### src/rtl/coin_accumulator.sv
// Coin intake: saturating credit total, cancel/vend refund via held change handshake.
// Latency: one cycle from any input event to registered outputs.
// Backpressure: change_valid/change_amt held until change_ack; coins rejected while busy.
// Optional idle refund enabled by defining COIN_TIMEOUT_EN.
module coin_accumulator #(
  parameter int MAX_PAID       = 31,
  parameter int TIMEOUT_CYCLES = 255
) (
  input  logic       clk,
  input  logic       rst,
  input  logic       coin_valid,
  input  logic [1:0] coin_type,
  input  logic       cancel,
  input  logic       vend_done,
  input  logic [3:0] price,
  input  logic       change_ack,
  output logic [4:0] paid,
  output logic       coin_reject,
  output logic       change_valid,
  output logic [4:0] change_amt,
  output logic       busy
);

  typedef enum logic [1:0] {IDLE, COLLECT, CHANGE} state_t;

  state_t     state;
  logic [5:0] coin_val;
  logic [5:0] sum;
  logic [4:0] remainder;
  logic       fits;
  logic       vend_ok;
  logic       cancel_ok;
  logic       coin_ok;
  logic       timeout_hit;

  // Decode the coin denomination into units
  always_comb begin
    coin_val = 6'd1;
    case (coin_type)
      2'b00:   coin_val = 6'd1;
      2'b01:   coin_val = 6'd2;
      2'b10:   coin_val = 6'd5;
      default: coin_val = 6'd10;
    endcase
  end

  // Sum is one bit wider than paid so an overflowing coin is detected, not wrapped
  assign sum       = {1'b0, paid} + coin_val;
  assign fits      = (sum <= 6'(MAX_PAID));
  assign remainder = paid - {1'b0, price};
  assign vend_ok   = vend_done && (state == COLLECT) && (paid >= {1'b0, price});
  assign cancel_ok = cancel && (state == COLLECT);
  // Any coin coinciding with a vend or cancel strobe is bounced rather than silently dropped
  assign coin_ok   = coin_valid && (state != CHANGE) && !vend_done && !cancel && fits;

`ifdef COIN_TIMEOUT_EN
  localparam int CW = (TIMEOUT_CYCLES > 2) ? $clog2(TIMEOUT_CYCLES) : 1;

  logic [CW-1:0] idle_cnt;

  // Terminal count with no competing event turns into an internal cancel
  assign timeout_hit = (state == COLLECT) && (idle_cnt == CW'(TIMEOUT_CYCLES - 1)) &&
                       !coin_valid && !cancel && !vend_done;

  // Count cycles spent in COLLECT without a credited coin; anything else restarts it
  always_ff @(posedge clk) begin
    if (!rst) begin
      idle_cnt <= '0;
    end else if ((state == COLLECT) && !coin_ok && !vend_ok && !cancel_ok &&
                 (idle_cnt != CW'(TIMEOUT_CYCLES - 1))) begin
      idle_cnt <= idle_cnt + 1'b1;
    end else begin
      idle_cnt <= '0;
    end
  end
`else
  assign timeout_hit = 1'b0;
`endif

  // Main control: priority is reset, vend, cancel/timeout, then coin
  always_ff @(posedge clk) begin
    if (!rst) begin
      state        <= IDLE;
      paid         <= '0;
      coin_reject  <= 1'b0;
      change_valid <= 1'b0;
      change_amt   <= '0;
      busy         <= 1'b0;
    end else begin
      coin_reject <= coin_valid && !coin_ok;
      case (state)
        CHANGE: begin
          if (change_ack) begin
            change_valid <= 1'b0;
            change_amt   <= '0;
            busy         <= 1'b0;
            state        <= IDLE;
          end
        end
        default: begin
          if (vend_ok) begin
            paid <= '0;
            if (remainder != 5'd0) begin
              change_amt   <= remainder;
              change_valid <= 1'b1;
              busy         <= 1'b1;
              state        <= CHANGE;
            end else begin
              state <= IDLE;
            end
          end else if (cancel_ok || timeout_hit) begin
            change_amt   <= paid;
            paid         <= '0;
            change_valid <= 1'b1;
            busy         <= 1'b1;
            state        <= CHANGE;
          end else if (coin_ok) begin
            paid  <= sum[4:0];
            state <= COLLECT;
          end
        end
      endcase
    end
  end

endmodule

### config.mk
export PLATFORM = sky130hd
export DESIGN_NAME = coin_accumulator
export DESIGN_NICKNAME = d
export VERILOG_FILES = /design/src/rtl/coin_accumulator.sv
export SDC_FILE = /design/constraint.sdc
export NUM_CORES = 1
export LEC_CHECK = 0
export ABC_AREA = 1
export CORE_ASPECT_RATIO = 1.1
export CORE_MARGIN = 5
export CORE_UTILIZATION = 29
export DETAILED_ROUTE_END_ITERATION = 12
export PLACE_DENSITY = 0.56
export SLEW_MARGIN = 20
export SYNTH_ARGS = -nofsm -noshare
export SYNTH_HDL_FRONTEND = slang
export SYNTH_SLANG_ARGS = --single-unit
### constraint.sdc
create_clock -name clk -period 1.9 [get_ports clk]
set_clock_uncertainty 0.1 [all_clocks]
set_input_delay 0.38 -clock clk [delete_from_list [all_inputs] [get_ports clk]]
set_output_delay 0.38 -clock clk [all_outputs]
set_load 0.005 [all_outputs]
**Yosys cells after proc, flatten, opt, wreduce, memory -nomap -nowiden**

Index checks and enable logic that the tools add are counted.

- Output and inout port bits: 13
- Word-level logic and storage cells: 56
- Input bits: 12
- Bits in registers: 14

- Bitwise gates (word level): 1
- $lt $le $gt $ge: 2
- Add/subtract/negate cells: 2
- Multiplexer cells: 20
- Equality and inequality tests: 7
- Reductions and logical operators: 19

Operator list:

| operator | number |
|---|---|
| $mux W5 | 8 |
| $mux W2 | 6 |
| $pmux W4 S3 | 1 |
| $logic_and A1 B1 Y1 | 8 |
| $add A5 B6 Y6 | 1 |
| $le A6 B5 Y1 const B | 1 |
| $reduce_bool A3 Y1 | 2 |
| $ge A5 B4 Y1 | 1 |
| $mux W1 | 5 |
| $reduce_bool A5 Y1 | 1 |
| $sub A5 B4 Y5 | 1 |
| $eq A2 B1 Y1 const B | 2 |
| $eq A2 B2 Y1 const B | 2 |
| $ne A2 B2 Y1 const B | 2 |
| $reduce_and A2 Y1 | 2 |
| $reduce_bool A4 Y1 | 1 |
| $logic_not A1 Y1 | 3 |
| $ne A3 B1 Y1 const B | 1 |
| $reduce_and A3 Y1 | 1 |
| $logic_not A2 Y1 | 1 |
| $not A1 Y1 | 1 |

**Depth between registers and ports, before layout**

- Depth in word-level cells: 9
- Mapped depth: 15

**Least setup slack after synthesis**

Ideal clock, no wire load.

- Path kind: reg2reg
- From: register paid[0]
- To: register busy
- Required time: 1691 ps
- Setup slack: -37 ps
- Buffers on the path: 0
- Stages on the path, launching flop included: 16
- Arrival: 1729 ps
- Library setup time: 109 ps
- Cells stage by stage: dfxtp_1 > inv_1 > ha_1 > fa_1 > inv_1 > nand3_1 > nand2_1 > nand2_1 > nand2_1 > nand3_1 > nand2_2 > nand2_2 > inv_2 > nand2_1 > nand2_1 > inv_1

- Word-level cells in the longest chain between the ends: 4
- Elaborated cells on any way between the ends: 9

RTL lines:

| element | RTL line | text |
|---|---|---|
| from (decl) | 17 | `output logic [4:0] paid,` |
| from (signal assigned) | 118 | `paid <= sum[4:0];` |
| $sub A5 B4 Y5 or $ge A5 B4 Y1 (tied branches) | 50, 51 |  |
| $reduce_bool A5 Y1 or $logic_and A1 B1 Y1 (tied branches) | 103, 51 |  |
| $ne A3 B1 Y1 (no source line), or another cell as far along | n/a |  |
| $reduce_and A3 Y1 (no source line) or $mux W1 (tied branches) | n/a |  |
| to (signal assigned) | 96 | `busy <= 1'b0;` |
| to (signal assigned) | 106 | `busy <= 1'b1;` |
| to (signal assigned) | 115 | `busy <= 1'b1;` |
| to (decl) | 21 | `output logic busy` |

Parallel ways exist; a longest one is shown, timed or not.
A chain may end at the register's enable or synchronous reset.

**Final worst setup path**

Ends and elaborated chain as after synthesis.

==> impl_metrics.prom <==
# TYPE chip_impl_metric gauge
chip_impl_info{name="run_status",value="finished, final reports clean"} 1
chip_impl_metric{name="max_clock_freq",unit="MHz"} 530
chip_impl_info{name="start_kind",value="register"} 1
chip_impl_metric{name="dr_total_vias",unit=""} 1179
chip_impl_metric{name="number_of_global_route_vias_before_repair",unit=""} 1137
chip_impl_metric{name="io_buffer_count",unit=""} 24
chip_impl_metric{name="fp.coreArea",unit="um2"} 3650
chip_impl_metric{name="fraction_of_final_layout_cells_with_drive_strength_greater_than_1",unit=""} 0.443
chip_impl_metric{name="pin_count",unit=""} 25
chip_impl_metric{name="warnings_from_yosys",unit=""} 0
chip_impl_metric{name="totalWireLength",unit="um"} 2990
chip_impl_info{name="cts.root.buffer_cell",value="sky130_fd_sc_hd__clkbuf_8"} 1
chip_impl_metric{name="final-setup-viol-count",unit=""} 0
chip_impl_metric{name="finalMaxSlewViolations",unit=""} 0
chip_impl_metric{name="cp_max_fo",unit=""} 6
chip_impl_metric{name="p_seq_frac",unit=""} 0.387
chip_impl_metric{name="post_drt_via_cell_ratio",unit=""} 4.35
chip_impl_metric{name="layout.cell_area.non_filler",unit="um2"} 1880
chip_impl_metric{name="yosysTopAreaCellShare",unit=""} 0.254
chip_impl_info{name="most_repeated_cell_in_the_gate_level_netlist_after_synthesis",value="sky130_fd_sc_hd__nand2_1"} 1
chip_impl_metric{name="cts_made_buffers",unit=""} 3
chip_impl_metric{name="postPlaceCellArea",unit="um2"} 1540
chip_impl_info{name="hold_end",value="change_amt[0]"} 1
chip_impl_metric{name="htreeDepth",unit=""} 1
chip_impl_metric{name="areaGrowthSynthToFinish",unit="%"} 70.3
chip_impl_metric{name="place_congestion",unit=""} 0.832
chip_impl_metric{name="clockBufferDepth",unit=""} 2
chip_impl_metric{name="fillerInstances",unit=""} 372
chip_impl_metric{name="syn-num-nets",unit=""} 189
chip_impl_metric{name="design.die.area",unit="um2"} 5140
chip_impl_metric{name="rrSetupSlack",unit="ns"} 0.01
chip_impl_metric{name="synth-seq-cells",unit=""} 14
chip_impl_info{name="hold_path.startpoint",value="change_amt[0]"} 1
chip_impl_metric{name="insertedDiodeCount",unit=""} 0
chip_impl_metric{name="ctsHoldBuffers",unit=""} 0
chip_impl_metric{name="initial_utilization",unit=""} 0.302
chip_impl_metric{name="p_comb_frac",unit=""} 0.310
chip_impl_metric{name="post_synth_num_cell_types",unit=""} 24
chip_impl_info{name="critical_path.endpoint_type",value="register"} 1
chip_impl_metric{name="syn-cell-area",unit="um2"} 1100
chip_impl_metric{name="timing.final.hold_violations",unit=""} 0
chip_impl_metric{name="grt.overflow.total",unit=""} 0
chip_impl_metric{name="critPathArrivalTime",unit="ns"} 1.92
chip_impl_metric{name="p_int",unit="uW"} 574
chip_impl_metric{name="timing.max_slew.rel_slack",unit=""} 0.684
chip_impl_metric{name="dp_hpwl",unit="um"} 2290
chip_impl_metric{name="post_synth_inst_count",unit=""} 167
chip_impl_metric{name="pin_count_of_the_biggest_net_entering_global_routing",unit=""} 13
chip_impl_metric{name="worst-slew-pin-transition",unit="ns"} 0.473
chip_impl_metric{name="drt_pre_antenna_iters",unit=""} 4
chip_impl_metric{name="crit_required",unit="ns"} 1.94
chip_impl_metric{name="setup_tns",unit="ns"} 0
chip_impl_metric{name="clock_pin_slew_on_the_worst_setup_and_hold_paths",unit="ns"} 0.06
chip_impl_metric{name="switching_share",unit=""} 0.286
chip_impl_metric{name="synth-edff-count",unit=""} 0
chip_impl_metric{name="synth.avg_cell_area",unit="um2"} 6.60
chip_impl_metric{name="chipWidth",unit="um"} 68.8
chip_impl_metric{name="synth-async-reset-ratio",unit=""} 0
chip_impl_info{name="rr_startpoint",value="paid[0]"} 1
chip_impl_metric{name="routed_wire_length_per_instance",unit="um"} 11.0
chip_impl_info{name="r2r-end",value="busy"} 1
chip_impl_metric{name="layout_worst_path_cycle_share",unit=""} 0.992
chip_impl_metric{name="fp.dieH",unit="um"} 74.7
chip_impl_metric{name="numClockSinks",unit=""} 14
chip_impl_metric{name="postRouteAntennaNets",unit=""} 0
chip_impl_metric{name="drcViolationCount",unit=""} 0
chip_impl_metric{name="clock_power_share",unit=""} 0.303
chip_impl_info{name="synth_commonest_cells",value="44 x sky130_fd_sc_hd__nand2_1, 28 x sky130_fd_sc_hd__inv_1, 16 x sky130_fd_sc_hd__nand3_1"} 1
chip_impl_metric{name="worst_ir_drop_vdd",unit="uV"} 177
chip_impl_metric{name="ys_seq_area_frac",unit=""} 0.254
chip_impl_metric{name="worst_skew_pair.late_latency",unit="ns"} 0.24
chip_impl_metric{name="drv.max_cap_violation_count",unit=""} 0
chip_impl_metric{name="min_delay_path_depth",unit=""} 2
chip_impl_metric{name="power_per_cell_area",unit="nW/um2"} 428
chip_impl_info{name="cts_tree",value="done"} 1
chip_impl_metric{name="power.leakage",unit="nW"} 0.865
chip_impl_metric{name="antenna_found_initial",unit=""} 0
chip_impl_metric{name="p_sw",unit="uW"} 230
chip_impl_info{name="synth_ff_type",value="sky130_fd_sc_hd__dfxtp_1"} 1
chip_impl_metric{name="core.rowCount",unit=""} 23
chip_impl_metric{name="num-nets-final",unit=""} 245
chip_impl_metric{name="detail_route.iter0.violations",unit=""} 28
chip_impl_info{name="unrepaired_setup_endpoints_after_global_routing",value="true"} 1
chip_impl_metric{name="total_routing_resource_utilization_after_global_routing",unit=""} 0.122
chip_impl_metric{name="grt_pass1_wl",unit="um"} 4810
chip_impl_info{name="min_path_type",value="register to register"} 1
chip_impl_metric{name="worst-r2r-cell-count",unit=""} 12
chip_impl_info{name="synth_area_leaders",value="sky130_fd_sc_hd__dfxtp_1 25%, sky130_fd_sc_hd__nand2_1 15%, sky130_fd_sc_hd__inv_1 9.5%"} 1
chip_impl_metric{name="finalWorstPathRequiredPeriod",unit="ns"} 1.89
chip_impl_info{name="synth_largest_area_cell",value="sky130_fd_sc_hd__dfxtp_1"} 1
chip_impl_info{name="criticalPathCategory",value="register to register"} 1
routing by layer:
metal,global-route usage,up-vias,wire [um]
li1,-,639,-
met1,0.147,515,1280
met2,0.212,19,1560
met3,0.0149,6,75
met4,0.0606,0,61
met5,0,-,0
flip-flops by register name (all words and copies together), names as in the netlist:
signal	count
busy	1
change_amt	5
state	2
coin_reject	1
paid	5
area by class of cell:
type,instances,area (um2),share of cell area
well taps,50,62.6,0.0333
repair buffers,55,484,0.258
multi-input cells,118,885,0.471
inverters,31,119,0.0633
flip-flops and latches,14,285,0.152
clock buffers,3,41.3,0.0220
power by group through the flow:
stage	Sequential [mW]	Clock, mW	Combinational, mW
after detailed placement	0.316	0	0.192
after floorplan	0.317	0	0.0995
after CTS	0.311	0.249	0.219
final	0.311	0.244	0.249
after global placement	0.316	0	0.191
after global routing	0.312	0.258	0.277
cells by family (layout without fill, tap and decap cells):
group / after synthesis / after routing / share of synthesized area
flops: 14 / 14 / 0.254
fa+ha+maj: 10 / 10 / 0.127
buf+inv: 35 / 89 / 0.136
xor+xnor: 1 / 1 / 0.00795
simple gates: 90 / 90 / 0.378
compound gates: 17 / 17 / 0.0965
critical path: stages, from the launching register on:
cell and delay (ns):
sky130_fd_sc_hd__dfxtp_2 0.34, sky130_fd_sc_hd__inv_2 0.04, sky130_fd_sc_hd__ha_4 0.15, sky130_fd_sc_hd__fa_2 0.53, sky130_fd_sc_hd__nand2_2 0.06, sky130_fd_sc_hd__nor2_4 0.11, sky130_fd_sc_hd__nand3_2 0.09, sky130_fd_sc_hd__nand2_4 0.10
sky130_fd_sc_hd__nand2_4 0.06, sky130_fd_sc_hd__inv_4 0.06, sky130_fd_sc_hd__nand2_2 0.03, sky130_fd_sc_hd__nand2_1 0.05, sky130_fd_sc_hd__inv_1 0.03
through the flow:
stage          utilization  hold WS [ns]  worst slack, ns  instances  power [mW]
2_1_floorplan            -         0.371          0.00246        167       0.416
3_3_place_gp         0.422         0.382           -0.547        258       0.507
3_5_place_dp         0.422         0.382           -0.541        258       0.508
4_1_cts              0.471         0.392          -0.0531        266       0.778
5_1_grt              0.514         0.393          -0.0840        271       0.847
6_report             0.514         0.393           0.0144        271       0.804
repair_timing:
action,in CTS,in global routing
setup buffers,5,5
gates cloned,0,0
pin swaps,27,23
endpoints found under the setup margin,14,13
resized for setup,32,37
cell usage in the layout (no fill, tap or decap), types with 2 or more instances in the layout:
cell,instances
sky130_fd_sc_hd__nand2_1,32
sky130_fd_sc_hd__buf_6,2
sky130_fd_sc_hd__a21oi_2,5
sky130_fd_sc_hd__clkbuf_8,3
sky130_fd_sc_hd__dlygate4sd2_1,3
sky130_fd_sc_hd__or2_2,3
sky130_fd_sc_hd__nor2_1,8
sky130_fd_sc_hd__clkdlybuf4s15_1,2
sky130_fd_sc_hd__ha_4,5
sky130_fd_sc_hd__o21ai_2,2
sky130_fd_sc_hd__ha_1,3
sky130_fd_sc_hd__fa_2,2
sky130_fd_sc_hd__dfxtp_1,10
sky130_fd_sc_hd__nand3_1,9
sky130_fd_sc_hd__a21oi_1,6
sky130_fd_sc_hd__nand2_2,13
sky130_fd_sc_hd__nand4_1,7
sky130_fd_sc_hd__nor2_4,2
sky130_fd_sc_hd__inv_2,9
sky130_fd_sc_hd__nand2_4,4
sky130_fd_sc_hd__nand3_2,6
sky130_fd_sc_hd__clkdlybuf4s50_1,18
sky130_fd_sc_hd__nor2_2,2
sky130_fd_sc_hd__dfxtp_2,4
sky130_fd_sc_hd__buf_4,28
sky130_fd_sc_hd__nor3_1,2
sky130_fd_sc_hd__inv_1,21
how the worst max path moves through the flow:
stage	start	slack, ns	depth (start not counted)	endpoint
after floorplan	price[0]	0.002	14	busy
after global placement	price[2]	-0.55	12	state[1]
after detailed placement	price[2]	-0.54	12	paid[4]
after CTS	paid[0]	-0.05	12	busy
after global routing	paid[0]	-0.08	12	busy
final	paid[0]	0.01	12	busy
Note: power is estimated with default switching activity, not from simulation.
